===== src/rtl/pass_arb_pkg.sv =====
// Shared types, constants and round-robin pick function for pass_arbiter.
package pass_arb_pkg;

  localparam logic [0:0] ST_EMPTY = 1'b0;
  localparam logic [0:0] ST_FULL  = 1'b1;

  localparam int unsigned CntW   = 16;
  localparam int unsigned MaxReq = 32;
  localparam int unsigned IdxW   = 5;

  typedef struct packed {
    logic            found;
    logic [IdxW-1:0] idx;
  } pick_t;

  // First set bit of valid scanning ptr, ptr+1, ... modulo nreq; ptr must be < nreq.
  function automatic pick_t rr_pick(input logic [MaxReq-1:0] valid,
                                    input logic [IdxW-1:0]   ptr,
                                    input int unsigned       nreq);
    pick_t       r;
    int unsigned k;
    r = '0;
    for (int unsigned i = 0; i < MaxReq; i++) begin
      if (i < nreq && !r.found) begin
        k = 32'(ptr) + i;
        if (k >= nreq) k = k - nreq;
        if (valid[k[IdxW-1:0]]) begin
          r.found = 1'b1;
          r.idx   = k[IdxW-1:0];
        end
      end
    end
    return r;
  endfunction

endpackage


===== src/rtl/pass_arbiter_rr_grant.sv =====
// Combinational rotating priority encoder: req_valid + ptr -> one-hot grant and index.
module pass_arbiter_rr_grant
  import pass_arb_pkg::*;
#(
  parameter int unsigned NREQ = 4,
  parameter int unsigned IDW  = $clog2(NREQ)
) (
  input  logic [NREQ-1:0] req_valid,
  input  logic [IDW-1:0]  ptr,
  output logic [NREQ-1:0] grant,
  output logic [IDW-1:0]  idx,
  output logic            found
);

  pick_t             pick;
  logic [MaxReq-1:0] grant_full;
  logic              unused_pick;

  always_comb begin
    pick       = rr_pick(MaxReq'(req_valid), IdxW'(ptr), NREQ);
    found      = pick.found;
    idx        = pick.idx[IDW-1:0];
    grant_full = pick.found ? (MaxReq'(1) << pick.idx) : '0;
    grant      = grant_full[NREQ-1:0];
  end

  // Upper index/grant bits are always zero for NREQ < MaxReq.
  assign unused_pick = ^{pick.idx, grant_full};

endmodule


===== src/rtl/pass_identity.sv =====
// Identity (pass-through) stage of the entropy-model datapath.
module pass_identity #(
  parameter int unsigned WIDTH = 8
) (
  input  logic [WIDTH-1:0] in_data,
  output logic [WIDTH-1:0] out_data
);

  assign out_data = in_data;

endmodule


===== src/rtl/pass_arbiter.sv =====
// Round-robin arbiter feeding the shared identity stage into a one-entry output register.
// Optional per-requester 16-bit saturating grant counters when PASS_ARB_STATS_EN is defined.
module pass_arbiter
  import pass_arb_pkg::*;
#(
  parameter int unsigned  WIDTH = 8,
  parameter int unsigned  NREQ  = 4,
  localparam int unsigned IDW   = $clog2(NREQ)
) (
  input  logic                  clk,
  input  logic                  rst_n,
  input  logic [NREQ-1:0]       req_valid,
  input  logic [NREQ*WIDTH-1:0] req_data,
  output logic [NREQ-1:0]       req_ready,
  output logic                  out_valid,
  input  logic                  out_ready,
  output logic [WIDTH-1:0]      out_data,
`ifdef PASS_ARB_STATS_EN
  output logic [NREQ*CntW-1:0]  beat_cnt,
`endif
  output logic [IDW-1:0]        out_id
);

  logic [0:0]       state_q, state_d;
  logic [IDW-1:0]   ptr_q, ptr_d;
  logic [WIDTH-1:0] data_q, data_d;
  logic [IDW-1:0]   id_q, id_d;

  logic [NREQ-1:0]  grant;
  logic [IDW-1:0]   gidx;
  logic             found;
  logic             accept;
  logic             take;
  logic [WIDTH-1:0] sel_data;
  logic [WIDTH-1:0] id_data;

  pass_arbiter_rr_grant #(
    .NREQ (NREQ),
    .IDW  (IDW)
  ) u_rr_grant (
    .req_valid (req_valid),
    .ptr       (ptr_q),
    .grant     (grant),
    .idx       (gidx),
    .found     (found)
  );

  assign sel_data = req_data[gidx*WIDTH +: WIDTH];

  pass_identity #(
    .WIDTH (WIDTH)
  ) u_identity (
    .in_data  (sel_data),
    .out_data (id_data)
  );

  assign accept    = (state_q == ST_EMPTY) | out_ready;
  assign take      = accept & found;
  assign req_ready = accept ? grant : '0;

  always_comb begin
    state_d = state_q;
    ptr_d   = ptr_q;
    data_d  = data_q;
    id_d    = id_q;
    if (accept) begin
      state_d = found ? ST_FULL : ST_EMPTY;
    end
    if (take) begin
      data_d = id_data;
      id_d   = gidx;
      ptr_d  = (32'(gidx) == NREQ - 1) ? '0 : gidx + IDW'(1);
    end
  end

  always_ff @(posedge clk or negedge rst_n) begin
    if (!rst_n) begin
      state_q <= ST_EMPTY;
      ptr_q   <= '0;
      data_q  <= '0;
      id_q    <= '0;
    end else begin
      state_q <= state_d;
      ptr_q   <= ptr_d;
      data_q  <= data_d;
      id_q    <= id_d;
    end
  end

  assign out_valid = (state_q == ST_FULL);
  assign out_data  = data_q;
  assign out_id    = id_q;

`ifdef PASS_ARB_STATS_EN
  logic [CntW-1:0] cnt_q [NREQ];
  logic [CntW-1:0] cnt_d [NREQ];

  always_comb begin
    for (int unsigned i = 0; i < NREQ; i++) begin
      cnt_d[i] = cnt_q[i];
      if (take && grant[i] && cnt_q[i] != '1) begin
        cnt_d[i] = cnt_q[i] + CntW'(1);
      end
    end
  end

  always_ff @(posedge clk or negedge rst_n) begin
    if (!rst_n) begin
      for (int unsigned i = 0; i < NREQ; i++) cnt_q[i] <= '0;
    end else begin
      for (int unsigned i = 0; i < NREQ; i++) cnt_q[i] <= cnt_d[i];
    end
  end

  always_comb begin
    for (int unsigned i = 0; i < NREQ; i++) beat_cnt[i*CntW +: CntW] = cnt_q[i];
  end
`endif

endmodule


===== config.mk =====
export PLATFORM = sky130hd
export DESIGN_NAME = pass_arbiter
export DESIGN_NICKNAME = d
export VERILOG_FILES = /design/src/rtl/pass_arb_pkg.sv /design/src/rtl/pass_arbiter_rr_grant.sv /design/src/rtl/pass_identity.sv /design/src/rtl/pass_arbiter.sv
export SDC_FILE = /design/constraint.sdc
export NUM_CORES = 1
export LEC_CHECK = 0
export BUFFER_PORTS_ARGS = -buffer_cell sky130_fd_sc_hd__buf_2
export CORE_MARGIN = 10
export CORE_UTILIZATION = 26
export DETAILED_ROUTE_END_ITERATION = 8
export GPL_TIMING_DRIVEN = 0
export PLACE_DENSITY_LB_ADDON = 0.15
export SYNTH_ARGS = -nofsm -noshare
export SYNTH_HDL_FRONTEND = slang
export SYNTH_SLANG_ARGS = --single-unit

===== constraint.sdc =====
create_clock -name clk -period 7.2 [get_ports clk]
set_input_delay 0.36 -clock clk [delete_from_list [all_inputs] [get_ports clk]]
set_output_delay 0.36 -clock clk [all_outputs]
set_load 0.05 [all_outputs]

# After elaboration in Yosys (flattened, before gate mapping)

Index checks and enable logic that the tools add are counted.
W data, S select, Z words.

Register bits after elaboration: 13
Output and inout port bits: 15
Word-level logic and storage cells: 52
Bits of input ports: 39

Equality and inequality tests: 1
Shift-type cells: 2
Add/subtract/negate cells: 8
Magnitude comparators: 8
Bitwise operators: 3
Multiplexer cells: 26

Operators by type and width:

| operator              | number |
|---|---|
| $ge A32 B3 Y1 const B | 3 |
| $mux W6               | 7 |
| $mux W5               | 7 |
| $shiftx A32 B6 Y8     | 1 |
| $lt A5 B6 Y1 const B  | 4 |
| $bmux W1 S5           | 4 |
| $sub A5 B3 Y5 const B | 3 |
| $mux W4               | 2 |
| $add A2 B2 Y3 const B | 2 |
| $mux W1               | 5 |
| $shl A1 B5 Y4 const A | 1 |
| $sub A2 B3 Y4 const B | 1 |
| $add A2 B1 Y3 const B | 1 |
| $ge A2 B3 Y1 const B  | 1 |
| $add A2 B1 Y2 const B | 1 |
| $eq A2 B2 Y1 const B  | 1 |
| $mux W2               | 1 |
| $and A1 B1 Y1         | 1 |
| $not A1 Y1            | 1 |
| $or A1 B1 Y1          | 1 |

# Depth between registers and ports, before layout

Gate-level depths: netlist of the first run.

Depth after elaboration: 23
Mapped depth: 12
Depth with buffers taken out: 8

# By module

Synthesis of the first run repeated with hierarchy kept, for this count alone.

Cell total of the unflattened synthesis: 114
Area total of the unflattened synthesis: 1,337.5 sq um

Modules (own cells, without submodules):

| module                | times used | area each (sq um) | cells each |
|---|---|---|---|
| pass_arbiter          | 1          | 793.3             | 45 |
| pass_arbiter_rr_grant | 1          | 484.2             | 61 |
| pass_identity         | 1          | 60.1              | 8 |

# Worst setup path before layout of the first run

OpenSTA, ideal clock, no wires.

Path type: flip-flop to output port
From: register ptr_q[0]
To: output port req_ready[2]
Data required time: 6.840 ns
Cell stages (with the launch flop): 10
Arrival: 3.495 ns
Path slack: 3.345 ns
Cells stage by stage: dfrtp_1 > buf_6 > inv_1 > clkbuf_1 > ha_1 > a21boi_0 > a22o_1 > a211oi_4 > o22a_1 > nor3b_1

Cells in the longest elaborated chain, start to end: 15

Ends and longest elaborated chain:

| what                                                  | RTL line                    | text |
|---|---|---|
| start, declared                                       | pass_arbiter.sv:25          | `logic [IDW-1:0] ptr_q, ptr_d;` |
| start signal, assigned                                | pass_arbiter.sv:84          | `ptr_q <= ptr_d;` |
| $add A2 B1 Y3                                         | pass_arb_pkg.sv:25          | `k = 32'(ptr) + i;` |
| $ge A32 B3 Y1 / $sub A5 B3 Y5 (equally long branches) | pass_arb_pkg.sv:26          | `if (k >= nreq) k = k - nreq;` |
| $mux W5                                               | pass_arb_pkg.sv:26          |  |
| $mux W5                                               | pass_arb_pkg.sv:24          | `if (i < nreq && !r.found) begin` |
| $bmux W1 S5                                           | pass_arb_pkg.sv:27          | `if (valid[k[IdxW-1:0]]) begin` |
| $mux W1 (implied by the code)                         | pass_arb_pkg.sv:27          |  |
| $mux W6                                               | pass_arb_pkg.sv:27          |  |
| $mux W6                                               | pass_arb_pkg.sv:24          |  |
| $mux W6                                               | pass_arb_pkg.sv:27          |  |
| $mux W6                                               | pass_arb_pkg.sv:24          |  |
| $mux W6                                               | pass_arb_pkg.sv:27          |  |
| $mux W6 *                                             | pass_arb_pkg.sv:24          |  |
| $shl A1 B5 Y4                                         | pass_arbiter_rr_grant.sv:23 | `grant_full = pick.found ? (MaxReq'(1) << pick.idx) : '0;` |
| $mux W4 *                                             | pass_arbiter_rr_grant.sv:23 |  |
| $mux W4 *                                             | pass_arbiter.sv:59          | `assign req_ready = accept ? grant : '0;` |
| end, declared                                         | pass_arbiter.sv:14          | `output logic [NREQ-1:0] req_ready,` |

Every way passes the cells marked *; elsewhere a longest branch is shown, timed or not. The select of a mux whose other input is x is not followed.

# Worst setup path in the final report of the first run

From: register ptr_q[0]
To: output port req_ready[0]

The elaborated chain is that of the path after synthesis.

==> impl_results.md, run 1 <==
* Status: finished clean
* Via count at 1844
* Seq pwr share at 0.114
* Final period util at 0.5869
* WL/cell at ~17 um
* Grt total ovfl at 0
* Cell Chain, Critical Path: buf_6 > inv_1 > clkbuf_1 > ha_1 > a21oi_1 > nor3_1 > or2_2 > a31oi_1 > clkbuf_1 > and3_1 > buf_2
* Die height at 99.22 um
* Cell Pwr Density at a little under 600 nW/um2
* RePlAce Congestion at slightly below 0.8
* Data required time of the worst path at 6.84 ns
* Leakage power at 0.0009333 uW
* GRT Util Overall at 0.1149
* CTS Sinks at 13
* Synth Area in Adders at 0.03834
* Crit-path max FO at 11
* Core area at ~6000 um2
* Root buf cell: clkbuf_8
* Top delay family on crit path: buffers and inverters
* Prevailing post-synth register cell: dfrtp_1
* Setup Buffers After CTS at 0
* Slowest cell delay on critical path at just over 0.5 ns
* Vias in the first global route at about 1800
* Multiplexer share of the synthesized area at 0.1012
* Die area at approximately 10000 um2
* Max clock buf depth at 2
* Final Hold Viols at 0
* Sw Share at 0.5841
* Hold Crit Class: in -> async
* Worst EP arrival at a little under 4 ns
* Period minus WS final at 4.226 ns
* CTS Buf Count at 3
* Synth Area in Simple Gates at 0.1940
* Fmax at 236.6 MHz
* Initial core utilization at 0.2723
* Largest net degree at the start of global routing at 14
* Initial antenna violation count at 0
* Layout cells sized above 1 at 0.2889
* Xor-xnor portion of the synthesized cell area at 0.005368
* Async SR Flop Fraction at 1.000
* Post-CTS Hold Fix Bufs at 0
* DRT antenna net count at 0
* Syn Inst Count at ~210
* Nets@finish at approximately 320
* FP Rows at 28
* Diodes inserted at 0
* Int Pwr at 493.0 uW
* Layout area overhead at 24.85%
* Slew at the pin with the worst max-slew slack at a little under 1 ns
* Clock Power Share at 0.056
* Syn avg cell area at 7.660 um2
* Hold WS at between 0.004 and 0.005 ns
* Element type at the critical path end: output port
* CP startpoint kind: flop
* Largest family of logic cells by synthesized area: compound AO/OA/AOI/OAI gates
* CP max stage cell: clkbuf_1
* Final setup fails at 0
* Clock Latency Late Sink at between 0.2 and 0.25 ns
* Clock-pin slew on the worst setup and hold paths at 0.06 ns
* Register area share after synthesis at 0.1994
* Number of synthesized flops with an enable pin at 0
* DR iter-0 viols at 49
* VDD IR max at about 260 uV
* Slew Viols, Final at 0
* Cell area after synthesis at 1632 um2
* DRC errors left at 0
* Die Width at just under 100 um
* CTS tree: yes
* I/O Buffers at between 50 and 60
* Combinational cell fraction of total power at 0.830
* Synthesized Nets at ~260
* Setup TNS at 0 ns
* Post-DP HPWL at about 4.6 mm
* Routed vias/inst at between 5 and 6
* Ys Warns at 0
* Max cap viols at 0
* Slew margin rel. at 0.3339
* H-tree depth at 1
* Most used cell, CP: clkbuf_1
* Drt pass-1 iters at 5
* RSZ-0062 raised after global routing: no
* Sw Pwr at between 600 and 700 uW
* Final wirelength at 5.910 mm
* Synth Area in Compound Gates at 0.3581
* Synth unique cells at 45
* IO Pins at between 50 and 60
* First-pass GRT wire length at ~9.5 mm
* Clk_skew at 0.001048 ns
* CP Class: reg -> out
* Final Core Density at 0.3400
* Worst Path Buf+Inv at 5
* Synth Register Bits at 13
* Post-cts sizing count at 0
[area by class of cell]
cell class / count / area, um2
buffer: 16 / 90.09
clock buffer: 3 / 41.29
clock inverter: 1 / 5.005
fill: 672 / 3954
inverter: 21 / 78.83
multi-input combinational: 163 / 1137
sequential: 13 / 325.3
tap: 75 / 93.84
timing repair buffer: 53 / 265.3
[sequential cells by signal, summed over array words and instances (netlist names)]
signal and cells:
out_data 8, out_id 2, out_valid 1, ptr_q 2
[power by group through the flow]
stage / sequential, uW / clock, uW / combinational, uW
after floorplan: 235 / 0 / 651
after global placement: 136 / 0 / 980
after detailed placement: 136 / 0 / 988
after CTS: 135 / 68.7 / 989
after global routing: 139 / 71.0 / 1080
final: 135 / 66.5 / 984
[worst register-to-register path: stages, from the launching register on]
cell      delay (ns)
dfrtp_1         0.44
buf_6           0.17
inv_1           0.09
clkbuf_1        0.51
ha_1            0.38
a21oi_1         0.19
nor3_1          0.09
or2_2           0.33
a31oi_1         0.42
clkbuf_1        0.46
o311ai_1        0.28
o211ai_1        0.16
[cells by family (layout without fill, tap and decap cells)]
logic type,count (synthesis),in the layout
adder cells (fa/ha/maj),5,5
flip-flops,13,13
AND/OR/NAND/NOR,68,68
XOR/XNOR,1,1
AO/OA/AOI/OAI,75,75
buffers and inverters,37,94
multiplexers,14,14
[routing by layer]
metal | wire, um | part of all wire | vias to the layer above | track usage
li1 | - | - | 904 | -
met1 | 2904 | 0.49 | 876 | 0.1580
met2 | 2578 | 0.44 | 62 | 0.1794
met3 | 390 | 0.066 | 2 | 0.01869
met4 | 37 | 0.0063 | 0 | 0.03197
met5 | 0 | 0 | - | 0
[stage by stage]
step / area [um2] / setup slack, ns / power [uW] / cells
global route: 2037 / 2.815 / 1285 / 345
global placement: 1991 / 3.272 / 1116 / 341
detailed placement: 1991 / 3.285 / 1124 / 341
finish: 2037 / 2.974 / 1185 / 345
floorplan: 1632 / 3.345 / 885.4 / 213
CTS: 2037 / 3.010 / 1193 / 345
[cell usage after synthesis, drive strengths merged (3+ instances only)]
| cell | number | area [um2] |
|---|---|---|
| o221ai | 16 | 140.1 |
| nand2b | 3 | 18.77 |
| mux2 | 4 | 52.55 |
| inv | 21 | 78.83 |
| nand2 | 46 | 172.7 |
| ha | 5 | 62.56 |
| nor2 | 3 | 11.26 |
| and3 | 3 | 23.77 |
| nor2b | 3 | 18.77 |
| a21boi | 10 | 75.07 |
| a211oi | 3 | 40.04 |
| o311ai | 8 | 70.07 |
| buf | 10 | 67.56 |
| dfrtp | 13 | 325.3 |
| mux2i | 10 | 112.6 |
| o21ai | 10 | 50.04 |
| o22ai | 8 | 50.05 |
| nor3 | 4 | 31.28 |
| o211ai | 8 | 60.06 |
| clkbuf | 6 | 22.52 |
[cells in the final DEF, fill, tap and decap left out, types with 2 or more instances in the layout]
master / netlist / layout
o22ai_1: 8 / 8
buf_6: 3 / 3
o311ai_1: 8 / 8
buf_2: 6 / 59
nor2_1: 3 / 3
nand2_1: 46 / 46
o21ai_0: 9 / 9
o211ai_1: 8 / 8
mux2_4: 2 / 2
nor2b_1: 3 / 3
nand2b_1: 3 / 3
clkbuf_8: 0 / 3
clkbuf_1: 6 / 6
dfrtp_1: 13 / 13
nor3b_1: 2 / 2
o221ai_1: 16 / 16
mux2i_1: 9 / 9
a21boi_0: 10 / 10
o21a_1: 2 / 2
inv_1: 21 / 21
mux2_2: 2 / 2
a31o_2: 2 / 2
and3_1: 2 / 2
nor3_1: 3 / 3
ha_1: 5 / 5
[worst paths after layout]
check / from / to / slack [ns] / cells after the start
max: ptr_q[0] / req_ready[0] / 2.97 / 11
min: rst_n / out_id[0] / 0.004 / 1
max reg2reg: ptr_q[0] / out_data[6] / 3.59 / 11
min reg2reg: out_id[1] / out_id[1] / 0.47 / 2
max in group asynchronous: rst_n / out_data[7] / 6.96 / 1
min in group clk: out_ready / out_valid / 0.45 / 4
No activity file was read; power rests on OpenSTA's default activity.
==> run 2: changes to the inputs <==
==> constraint.sdc (replaced) <==
create_clock -name clk -period 4.3 [get_ports clk]
set_input_delay 0.215 -clock clk [delete_from_list [all_inputs] [get_ports clk]]
set_output_delay 0.215 -clock clk [all_outputs]
set_load 0.05 [all_outputs]
==> run 2 against run 1 <==
Clock power up 68%. Core utilization up 0.17 points. Clock-buffer cell count unchanged. Critical endpoint unchanged. Sequential share of layout area down 0.078 points. Die area unchanged. First-iteration DRC count up 37%. Global-route usage about the same.
==> impl_results.md, run 2 (synthesized netlist as in run 1, its figures left out) <==
* Status: finished clean
* CP Launch Point: ptr_q[0]
* R2R Path Start: ptr_q[0]
* Seq pwr share at 0.113 (about the same)
* Initial antenna violation count at 0 (unchanged)
* Fillers at 671 (-0.15%)
* Clock-pin slew on the worst setup and hold paths at 0.06 ns (about the same)
* Met2 usage at 0.1794 (unchanged)
* Slew at the pin with the worst max-slew slack at 1.004 ns (+0.01058 ns)
* Grt total ovfl at 0 (unchanged)
* Post-cts sizing count at 0 (unchanged)
* Layout cells sized above 1 at 0.2878 (-0.001066)
* Final Hold Viols at 0 (unchanged)
* PnR worst setup slack at 0.2363 ns (-2.738 ns)
* Root buf cell: clkbuf_8
* Cell Pwr Density at 970.4 nW/um2 (+67%)
* Via count at 1854 (+0.54%)
* I/O Buffers at 53 (unchanged)
* Final Core Density at 0.3417 (+0.001671)
* DRC errors left at 0 (unchanged)
* Number of instances in the placed design at 341 (unchanged)
* CTS Sinks at 13 (unchanged)
* Max cap viols at 0 (unchanged)
* CTS Buf Count at 3 (unchanged)
* M1 GR Usage at 0.1578 (-0.0002101)
* CTS tree: yes
* Layout area overhead at 25.46%
* CP max stage cell: clkbuf_1
* H-tree depth at 1 (unchanged)
* Largest net degree at the start of global routing at 14 (unchanged)
* Setup Buffers After CTS at 0 (unchanged)
* Slew margin rel. at 0.3268 (-0.007095)
* Data required time of the worst path at 4.09 ns (-2.75 ns)
* Final period util at 0.9450
* Final wirelength at 5.887 mm (-0.39%)
* Worst EP arrival at 3.85 ns (-0.02 ns)
* Pre-CTS setup slack at 0.5303 ns (-2.755 ns)
* Final setup fails at 0 (unchanged)
* Fmax at between 200 and 250 MHz
* Diodes inserted at 0 (unchanged)
* RSZ-0062 raised after global routing: no
* CP Class: reg -> out
* Top delay family on crit path: buffers and inverters
* IO Pins at 54 (unchanged)
* CP startpoint kind: flop
* Most frequent cells in the layout: buf_2, nand2_1, inv_1
* Most used cell, CP: clkbuf_1
* Die Width at 99.22 um (unchanged)
* Die area at 9844 um2 (unchanged)
* Overall Power at 1986 uW (+68%)
* Initial core utilization at 0.2723 (unchanged)
* WL/cell at 17.01 um (-0.68%)
* DR iter-0 viols at 67 (+37%)
* VDD IR max at 436.4 uV (+68%)
* GRT Util Overall at 0.1150 (about the same)
* Sw Share at 0.5841 (about the same)
* Hold Crit Start: out_ready
* Clock Power Share at 0.056 (about the same)
* Cell Chain, Critical Path: buf_6 > inv_1 > clkbuf_1 > ha_1 > a21oi_1 > nor3_1 > or2_2 > a31oi_1 > clkbuf_1 > and3_1 > buf_2
* DRT antenna net count at 0 (unchanged)
* Slew Viols, Final at 0 (unchanged)
* FP Rows at 28 (unchanged)
* First-pass GRT wire length at 9.480 mm (about the same)
* Sw Pwr at 1160 uW (+68%)
* Top Usage Layer GRT: met2
* Clk_skew at 0.0009467 ns (-0.0001011 ns)
* Largest register FFs at 8 (unchanged)
* Leading cell type in the layout, fill and taps excluded: buf_2
* Core area at 5991 um2 (unchanged)
* Drt pass-1 iters at 4 (-1)
* Setup TNS at 0 ns (unchanged)
* Post-route insts no fill at 346 (+0.29%)
* Hold Crit Class: in -> reg
* Nets@finish at 316 (+0.32%)
* Vias in the first global route at 1804 (+0.17%)
* Met3 global-route usage at 0.01938 (+0.0006920)
* Post-DP HPWL at 4.565 mm (unchanged)
* Post-CTS Hold Fix Bufs at 1 (+1)
* Int Pwr at 826.1 uW (+68%)
* Max clock buf depth at 2 (unchanged)
* Worst Path Buf+Inv at 5 (unchanged)
* Period minus WS final at roughly 4.1 ns
* Element type at the critical path end: output port
* Leakage power at 0.0009375 uW (+0.45%)
* Slowest cell delay on critical path at 0.50 ns (about the same)
* Die height at 99.22 um (unchanged)
* Combinational cell fraction of total power at 0.830 (about the same)
* Clock Latency Late Sink at 0.24 ns (about the same)
* Crit-path max FO at 11 (unchanged)
* RePlAce Congestion at 0.7839 (unchanged)
* Routed vias/inst at 5.358 (+0.25%)
run 2: changes by cell type in the layout (fill, tap and decap cells not counted):
cell           change
dlygate4sd3_1      +1
run 2: stage by stage:
step	cell area, um2	hold WS, ns
6_report	2047	0.3039
2_1_floorplan	1632	-0.08059
5_1_grt	2047	0.3562
3_5_place_dp	1991	0.1370
3_3_place_gp	1991	0.1393
4_1_cts	2047	0.3084
run 2: power by group through the flow:
stage,Combinational [uW],Clock (uW),Sequential (uW)
detailed placement,1650,0,228
global route,1800,119,232
finish,1650,112,225
floorplan,1090,0,393
CTS,1660,115,226
global placement,1640,0,227
run 2: routing by layer:
| layer | vias up | routed length [um] |
|---|---|---|
| met4 | 0 | 54 |
| met1 | 881 | 2906 |
| met2 | 62 | 2528 |
| met3 | 4 | 397 |
| met5 | - | 0 |
| li1 | 907 | - |
run 2: layout make-up:
cell class                      count  area, um2  area share
Inverter                           21      78.83     0.03851
Timing Repair Buffer               54      275.3      0.1345
Clock inverter                      1      5.005    0.002445
Clock buffer                        3      41.29     0.02017
Sequential cell                    13      325.3      0.1589
Tap cell                           75      93.84     0.04584
Multi-Input combinational cell    163       1137      0.5556
Buffer                             16      90.09     0.04401
run 2: final timing paths:
check	endpoint	slack, ns	cells past startpoint
setup / recovery	req_ready[0]	0.24	11
hold / removal	out_valid	0.30	4
setup reg to reg	out_data[6]	0.71	11
hold reg to reg	out_id[1]	0.47	2
max in group asynchronous	out_data[7]	3.67	2
min in group asynchronous	out_id[0]	0.39	2
run 2: worst min-delay path, cell delays in order:
cell and delay (ns):
buf_2 0.08, nor2b_1 0.06, inv_1 0.06, nand4_1 0.09
==> run 3: changes to the inputs <==
==> constraint.sdc (replaced) <==
create_clock -name clk -period 3.5 [get_ports clk]
set_input_delay 0.175 -clock clk [delete_from_list [all_inputs] [get_ports clk]]
set_output_delay 0.175 -clock clk [all_outputs]
set_load 0.05 [all_outputs]
==> run 3 against run 2 <==
Sequential power is 23% higher. Clock power is 22% higher. Largest cell class unchanged. Register-to-register slack worse by 0.13 ns.
==> impl_results.md, run 3 (synthesized netlist as in run 1, its figures left out) <==
* Final period util at 0.9372
* RSZ-0062 raised after global routing: no
* Pre-CTS setup slack at -0.2297 ns (-0.7600 ns)
* DRC errors left at 0 (unchanged)
* CP Launch Point: ptr_q[0]
* Die area at 9844 um2 (unchanged)
* Final Hold Viols at 0 (unchanged)
* CTS Sinks at 13 (unchanged)
* Diodes inserted at 0 (unchanged)
* Seq pwr share at 0.109 (-0.004)
* Fmax at roughly 300 MHz
* Vias in the first global route at 1799 (-0.28%)
* H-tree depth at 1 (unchanged)
* R2r setup slk at 0.58 ns (-0.13 ns)
* Drt pass-1 iters at 4 (unchanged)
* R2R Path Start: ptr_q[0]
* Grt total ovfl at 0 (unchanged)
* FP Rows at 28 (unchanged)
* RePlAce Congestion at 0.7839 (unchanged)
* Largest net degree at the start of global routing at 15 (+1)
* First-pass GRT wire length at 9.453 mm (-0.28%)
* CP startpoint kind: flop
* Max cap viols at 0 (unchanged)
* Via count at 1844 (-0.54%)
* IO Pins at 54 (unchanged)
* Combinational cell fraction of total power at 0.836 (+0.006)
* Element type at the critical path end: output port
* Clock-pin slew on the worst setup and hold paths at 0.06 ns (about the same)
* Crit-path max FO at 10 (-1)
* Slew at the pin with the worst max-slew slack at 0.9749 ns (-0.02878 ns)
* CP Class: reg -> out
* Slew Viols, Final at 0 (unchanged)
* Worst EP arrival at 3.11 ns (-0.74 ns)
* Max clock buf depth at 2 (unchanged)
* Number of instances in the placed design at 341 (unchanged)
* Initial core utilization at 0.2723 (unchanged)
* Initial antenna violation count at 0 (unchanged)
* Final Core Density at 0.3507 (+0.008980)
* Post-route insts no fill at 350 (+1.2%)
* Die Width at 99.22 um (unchanged)
* Sw Share at 0.5709 (-0.01314)
* Layout cells sized above 1 at 0.3200 (+0.03218)
* DR iter-0 viols at 81 (+21%)
* Data required time of the worst path at 3.32 ns (-0.77 ns)
* Layout area overhead at 28.76%
* VDD IR max at 547.0 uV (+25%)
* Core area at 5991 um2 (unchanged)
* CTS tree: yes
* Post-DP HPWL at 4.565 mm (unchanged)
* Cell Pwr Density at 1201 nW/um2 (+24%)
* PnR worst setup slack at 0.2197 ns (-0.01663 ns)
* Routed vias/inst at 5.269 (-1.7%)
* Hold Crit Class: in -> reg
* Sw Pwr at 1441 uW (+24%)
* Clock Latency Late Sink at 0.24 ns (about the same)
* Largest register FFs at 8 (unchanged)
* Status: finished clean
* Most frequent cells in the layout: buf_2, nand2_1, inv_1
* Slew margin rel. at 0.3461 (+0.01930)
* FF-to-FF path depth at 12 (+1)
* Leading cell type in the layout, fill and taps excluded: buf_2
* Period minus WS final at 3.280 ns
* CTS Buf Count at 3 (unchanged)
* Clk_skew at 0.0004493 ns (-0.0004974 ns)
* Int Pwr at 1083 uW (+31%)
* Hold Crit Start: out_ready
* WL/cell at 16.72 um (-1.7%)
* Root buf cell: clkbuf_8
* Final setup fails at 0 (unchanged)
* Final wirelength at 5.853 mm (-0.58%)
* Leakage power at 0.0009633 uW (+2.8%)
* Clock Power Share at 0.054 (-0.002)
* GRT Util Overall at 0.1145 (-0.0004258)
* Die height at 99.22 um (unchanged)
* Setup TNS at 0 ns (unchanged)
* DRT antenna net count at 0 (unchanged)
* I/O Buffers at 53 (unchanged)
* Nets@finish at 320 (+1.3%)
* Hold Crit Depth at 4 (unchanged)
[run 3: cell types whose count changed in the layout (fill, tap and decap cells not counted), sizes merged]
cell / before / now
clkbuf: 9 / 8
buf: 63 / 68
inv: 21 / 20
clkinvlp: 0 / 1
[run 3: area by class of cell]
| class | count | area (um2) |
|---|---|---|
| timing repair buffer | 59 | 312.8 |
| buffer | 15 | 91.34 |
| clock buffer | 3 | 41.29 |
| sequential | 13 | 325.3 |
| clock inverter | 1 | 5.005 |
| inverter | 21 | 82.58 |
| multi-input combinational | 163 | 1149 |
| fill | 665 | 3890 |
| tap | 75 | 93.84 |
[run 3: final timing paths]
| kind | to |
|---|---|
| worst max-delay path | req_ready[0] |
| worst max register to register | out_data[6] |
| worst min register to register | out_id[1] |
| worst min-delay path | out_valid |
| max in group asynchronous | out_data[7] |
| min in group asynchronous | out_id[0] |
[run 3: worst max-delay path, stage by stage, from the launching register on]
cell and delay, ns:
dfrtp_1 0.43, buf_6 0.17, clkinvlp_4 0.18, ha_1 0.38, a21oi_1 0.19, nor3_1 0.09, or2_2 0.34, a31oi_2 0.31
clkbuf_4 0.29, and3_1 0.20, buf_2 0.28
[run 3: timing repair]
item / CTS / global route
hold buffers: 1 / 0
resized for setup: 4 / 3
gates cloned: 0 / 0
endpoints found under the setup margin: 8 / 3
setup buffers: 1 / 4
pin swaps: 2 / 1
endpoints found under the hold margin: 13 / 0
[run 3: power by group through the flow]
| stage | Clock, uW | Sequential, uW | Combinational (uW) |
|---|---|---|---|
| 6_report | 137 | 276 | 2110 |
| 5_1_grt | 146 | 285 | 2300 |
| 4_1_cts | 141 | 278 | 2070 |
| 3_5_place_dp | 0 | 280 | 2030 |
| 3_3_place_gp | 0 | 279 | 2020 |
| 2_1_floorplan | 0 | 483 | 1340 |
[run 3: routing by layer]
| layer | routed length [um] | vias to the layer above | GRT usage | part of all wire |
|---|---|---|---|---|
| met2 | 2521 | 59 | 0.1779 | 0.43 |
| met4 | 61 | 0 | 0.03308 | 0.010 |
| li1 | - | 916 | - | - |
| met5 | 0 | - | 0 | 0 |
| met3 | 358 | 6 | 0.01799 | 0.061 |
| met1 | 2912 | 863 | 0.1582 | 0.50 |
[run 3: per-stage QoR]
step	cell area (um2)	hold slack (ns)	power (uW)
6_report	2101	0.2843	2523
5_1_grt	2101	0.3259	2733
4_1_cts	2063	0.2801	2486
3_5_place_dp	1991	0.09698	2312
3_3_place_gp	1991	0.09935	2296
2_1_floorplan	1632	-0.1206	1821
